### config.mk
export PLATFORM = sky130hd
export DESIGN_NAME = regfile_dump
export DESIGN_NICKNAME = d
export VERILOG_FILES = /design/src/rtl/regfile_dump_pkg.sv /design/src/rtl/regfile_dump.sv
export SDC_FILE = /design/constraint.sdc
export NUM_CORES = 1
export LEC_CHECK = 0
export CAP_MARGIN = 15
export CORE_UTILIZATION = 39
export CTS_CLUSTER_DIAMETER = 50
export DETAILED_ROUTE_END_ITERATION = 12
export MAX_ROUTING_LAYER = met4
export PLACE_DENSITY = 0.77
export SETUP_SLACK_MARGIN = 0.2
export SYNTH_ARGS = -nofsm -noshare
export SYNTH_HDL_FRONTEND = slang
export SYNTH_SLANG_ARGS = --single-unit
### constraint.sdc
create_clock -name clk -period 2.5 [get_ports clk]
set_input_delay 0.75 -clock clk [delete_from_list [all_inputs] [get_ports clk]]
set_output_delay 0.75 -clock clk [all_outputs]
set_load 0.03 [all_outputs]
### src/rtl/regfile_dump_pkg.sv
// regfile_dump_pkg
//   Shared definitions for the register-file dump master: FSM state
//   encoding and the default data/address widths. The register file uses
//   the same WIDTH/REGBITS defaults.
package regfile_dump_pkg;

  localparam int unsigned DEF_WIDTH   = 32;
  localparam int unsigned DEF_REGBITS = 5;

  typedef enum logic [1:0] {
    S_IDLE  = 2'd0,
    S_FETCH = 2'd1,
    S_SEND  = 2'd2,
    S_DONE  = 2'd3
  } dump_state_e;

  // True while a dump occupies the read port and the output stream.
  function automatic logic is_busy(input dump_state_e s);
    return (s == S_FETCH) || (s == S_SEND);
  endfunction

endpackage

### src/rtl/regfile_dump.sv
// regfile_dump
//   Read-side master for the register file. Starting from a pulse on start,
//   walks the address range first_reg..last_reg (modulo 2^REGBITS) through
//   one combinational register-file read port and presents every value as a
//   valid/ready stream word tagged with its address and a last flag.
//   One word per two cycles with out_ready held high.
//
// Ports
//   clk        system clock, all state on rising edge
//   reset      asynchronous, active-high reset
//   start      one-cycle dump request, honoured only in IDLE
//   abort      cancel an in-progress dump (no done pulse)
//   first_reg  first address of the range, sampled on accepted start
//   last_reg   last address of the range, sampled on accepted start
//   rf_ra      register-file read address (registered)
//   rf_rd      register-file read data (combinational from rf_ra)
//   out_valid  stream word valid
//   out_ready  downstream accepts word
//   out_data   register value
//   out_addr   address the value was read from
//   out_last   word is the final one of the dump
//   busy       high in FETCH or SEND
//   done       one-cycle pulse when a dump completes normally
module regfile_dump
  import regfile_dump_pkg::*;
#(
  parameter int unsigned WIDTH   = DEF_WIDTH,
  parameter int unsigned REGBITS = DEF_REGBITS
) (
  input  logic               clk,
  input  logic               reset,
  input  logic               start,
  input  logic               abort,
  input  logic [REGBITS-1:0] first_reg,
  input  logic [REGBITS-1:0] last_reg,
  output logic [REGBITS-1:0] rf_ra,
  input  logic [WIDTH-1:0]   rf_rd,
  output logic               out_valid,
  input  logic               out_ready,
  output logic [WIDTH-1:0]   out_data,
  output logic [REGBITS-1:0] out_addr,
  output logic               out_last,
  output logic               busy,
  output logic               done
);

  dump_state_e        state_q, state_d;
  logic [REGBITS-1:0] ptr_q,   ptr_d;
  logic [REGBITS-1:0] end_q,   end_d;
  logic               valid_q, valid_d;
  logic [WIDTH-1:0]   data_q,  data_d;
  logic [REGBITS-1:0] addr_q,  addr_d;
  logic               last_q,  last_d;
  logic               busy_q,  busy_d;
  logic               done_q,  done_d;

  always_comb begin
    state_d = state_q;
    ptr_d   = ptr_q;
    end_d   = end_q;
    valid_d = valid_q;
    data_d  = data_q;
    addr_d  = addr_q;
    last_d  = last_q;

    unique case (state_q)
      S_IDLE: begin
        if (start && !abort) begin
          ptr_d   = first_reg;
          end_d   = last_reg;
          state_d = S_FETCH;
        end
      end
      S_FETCH: begin
        data_d  = rf_rd;
        addr_d  = ptr_q;
        last_d  = (ptr_q == end_q);
        valid_d = 1'b1;
        state_d = S_SEND;
      end
      S_SEND: begin
        if (valid_q && out_ready) begin
          valid_d = 1'b0;
          if (last_q) begin
            state_d = S_DONE;
          end else begin
            ptr_d   = ptr_q + REGBITS'(1);
            state_d = S_FETCH;
          end
        end
      end
      S_DONE: begin
        state_d = S_IDLE;
      end
      default: begin
        state_d = S_IDLE;
      end
    endcase

    // Abort takes priority over any handshake or transition in flight.
    if (abort && (state_q != S_IDLE)) begin
      state_d = S_IDLE;
      valid_d = 1'b0;
    end

    // busy/done are registered from the next state so they line up with it.
    busy_d = is_busy(state_d);
    done_d = (state_d == S_DONE);
  end

  always_ff @(posedge clk or posedge reset) begin
    if (reset) begin
      state_q <= S_IDLE;
      ptr_q   <= '0;
      end_q   <= '0;
      valid_q <= 1'b0;
      data_q  <= '0;
      addr_q  <= '0;
      last_q  <= 1'b0;
      busy_q  <= 1'b0;
      done_q  <= 1'b0;
    end else begin
      state_q <= state_d;
      ptr_q   <= ptr_d;
      end_q   <= end_d;
      valid_q <= valid_d;
      data_q  <= data_d;
      addr_q  <= addr_d;
      last_q  <= last_d;
      busy_q  <= busy_d;
      done_q  <= done_d;
    end
  end

  assign rf_ra     = ptr_q;
  assign out_valid = valid_q;
  assign out_data  = data_q;
  assign out_addr  = addr_q;
  assign out_last  = last_q;
  assign busy      = busy_q;
  assign done      = done_q;

endmodule

==> qor.csv <==
metric,value,unit
DIE AREA,0.00597,mm2
final setup vio count,0,
1st-pass router iterations,4,
Synth Area per Inst,13.7,um2
Die Wd,77.3,um
CTS max path bufs,2,
"Async S/R FF share, synth",100,%
Congestion Overflow GR,0,
Worst Hold Path EP,end_q[0],
Worst slew margin,69.4,%
Startpoint Class,flop,
Reg-to-Reg Start,state_q[1],
clk_skew,0.00491,ns
drt wl/cell,13.6,um
RSZ-0062 raised after global routing,false,
Initial Util,40.4,%
"Req. time, crit path",1.75,ns
vias,1602,
peak fanout along the critical path,5,
post-route ant nets,0,
status,"complete, no violations",
final hold vios,0,
top cell type's share of synthesized area,60.0,%
sequential fraction of the synthesis area,60.0,%
"slowest stage delay, CP",0.70,ns
met2 wire len,2.20,mm
Post-synth EDFFs,0,
Via-to-Cell Ratio,4.81,
H-tree depth reported by CTS,2,
dominant cell type by area after synthesis,dfrtp_1,
CTS tree,done,
Max Cap Viol,0,
post-synth cell types,31,
post-CTS setup buffer count,0,
pin count of the biggest net entering global routing,29,
Post-DP HPWL,3.35,mm
Yosys reg bits,53,
worst-margin pin slew,0.459,ns
All-Layer GR Usage,16.4,%
total power,3.26,mW
Static Leak,1.43,nW
global-route wire length before repair,7.54,mm
Die Y-Extent,77.3,um
number of cell rows,27,
IO Pins,93,
Post-Syn Nets,210,
Core Area,0.00547,mm2
Bufs and invs on worst path,1,
"Reg clk slew, reported paths",0.09,ns
DRT Wirelength,4.54,mm
"Max stage delay cell, worst path",clkdlybuf4s50_1,
critical-path cell list,clkdlybuf4s50_1,
Commonest cells post-synth,"dfrtp_1 (53), mux2_2 (37), nand2_1 (17)",
endpoint class of the critical path,output pin,
Slew Limit Fails,0,
cts bufs inserted,5,
Mapped Area,0.00221,mm2
share of cells above drive strength 1,22.6,%
Setup CP Type,flop to output pin,
hold crit path type,flop to flop,
top-count cell post-synth,dfrtp_1,
WP depth,1,
clock root buffer,clkbuf_8,
Final period util,87.2,%
buffers added on ports,92,
fin nets,309,
register area,0.00133,mm2
Synth warnings,0,
Skew-Pair Late Insertion Delay,0.29,ns
combined area of the multi-input logic cells,820,um2
M1 WL,2.06,mm
# DRC,0,
synth top area cells,"dfrtp_1 (60%), mux2_2 (19%), nand2_1 (2.9%)",
max layer used,met4,
r2r setup slk,0.78,ns
setup TNS,0,ns
CP top delay family,buffers and inverters,
fill count,429,
initial antenna violation count,0,
synthesized instance count,161,
final RePlAce weighted congestion,0.787,
post-layout minimum cycle time,2.18,ns
number of global-route vias before repair,1574,
Max Clk Rate,459,MHz
"Data arrival, critical path",1.43,ns
r2r worst-path depth,3,
dominant synthesized flop cell,dfrtp_1,
Hold Path Depth,2,
DRT iter0 DRCs,54,
Post-CTS Hold Fix Bufs,0,
FF-to-FF End,out_data[22],
HP Start,end_q[0],
PwrDens,981,mW/mm2
routed length on met3,223,um
Ant. Diodes,0,
Max VDD drop,0.484,mV
synthesis-to-layout area growth,50.1,%
# clock sinks,53,
## per-layer routing
metal  track usage [%]  vias to the layer above
li1                  -                      767
met1              20.3                      774
met2              26.0                       55
met3              4.17                        6
met4              6.04                        0
met5                 -                        -
## state kept, by name (all words and copies together) (netlist names)
signal	flops
out_last	1
out_valid	1
end_q	5
out_data	32
state_q	2
rf_ra	5
busy	1
out_addr	5
done	1
## cells by family after synthesis
family,synth area share [%]
xor+xnor,1.98
buf+inv,3.06
compound gates,6.79
simple gates,7.75
flops,60.0
fa+ha+maj,1.13
mux,19.3
## repair_timing
item,CTS,global route
endpoints found under the setup margin,0,3
gates resized for setup,0,3
endpoints found under the hold margin,0,0
## metrics by stage
step	std cells	setup WS, ns	util (%)	hold slack [ns]	cell area, um2
after floorplan	161	0.464	-	0.465	2210
after detailed placement	325	0.311	59.0	0.485	3230
after global placement	325	0.347	59.0	0.481	3230
after global routing	333	0.270	60.7	0.528	3320
final	333	0.321	60.7	0.506	3320
after CTS	333	0.206	60.5	0.507	3310
## cell type report
type                    count  share of cell area, %
multi-input cells          99                   24.7
inverters                   2                  0.226
well taps                  72                   2.71
clock inverters             2                  0.302
flip-flops and latches     53                   40.0
clock buffers               6                   2.19
repair buffers             99                   29.9
## where the power goes
group | switching (mW) | internal [mW] | total (mW)
logic | 0.802 | 0.731 | 1.53
clock network | 0.257 | 0.195 | 0.452
registers | 0.163 | 1.11 | 1.27
## cell usage in the layout, fill, tap and decap left out
cell / instances
ha_1: 2
nand2b_1: 1
nand2b_2: 1
xnor2_1: 3
nand4_1: 2
clkinv_2: 2
o22ai_1: 4
o41ai_2: 1
nand3_1: 1
clkbuf_8: 5
a21o_1: 1
nand3b_2: 1
mux2_2: 37
nand2_1: 17
dlymetal6s2s_1: 3
and2b_1: 1
nor2_1: 4
clkbuf_1: 1
clkdlybuf4s50_1: 89
buf_4: 6
o21ai_1: 3
a21o_4: 1
a31o_2: 2
o21ai_0: 3
buf_12: 1
dfrtp_1: 53
nor4b_4: 1
o211ai_1: 1
xor2_1: 2
nor3_1: 1
inv_1: 1
a21oi_1: 5
inv_2: 1
and3b_1: 1
mux2i_1: 1
nor2b_1: 1
a31oi_1: 1
## worst max path at each step
stage / startpoint / endpoint / slack (ns)
detailed placement: abort / rf_ra[4] / 0.31
global route: out_valid / out_valid / 0.27
finish: out_valid / out_valid / 0.32
CTS: rf_ra[0] / rf_ra[0] / 0.21
floorplan: reset / busy / 0.46
global placement: out_ready / busy / 0.35
Note: power is estimated with default switching activity, not from simulation.
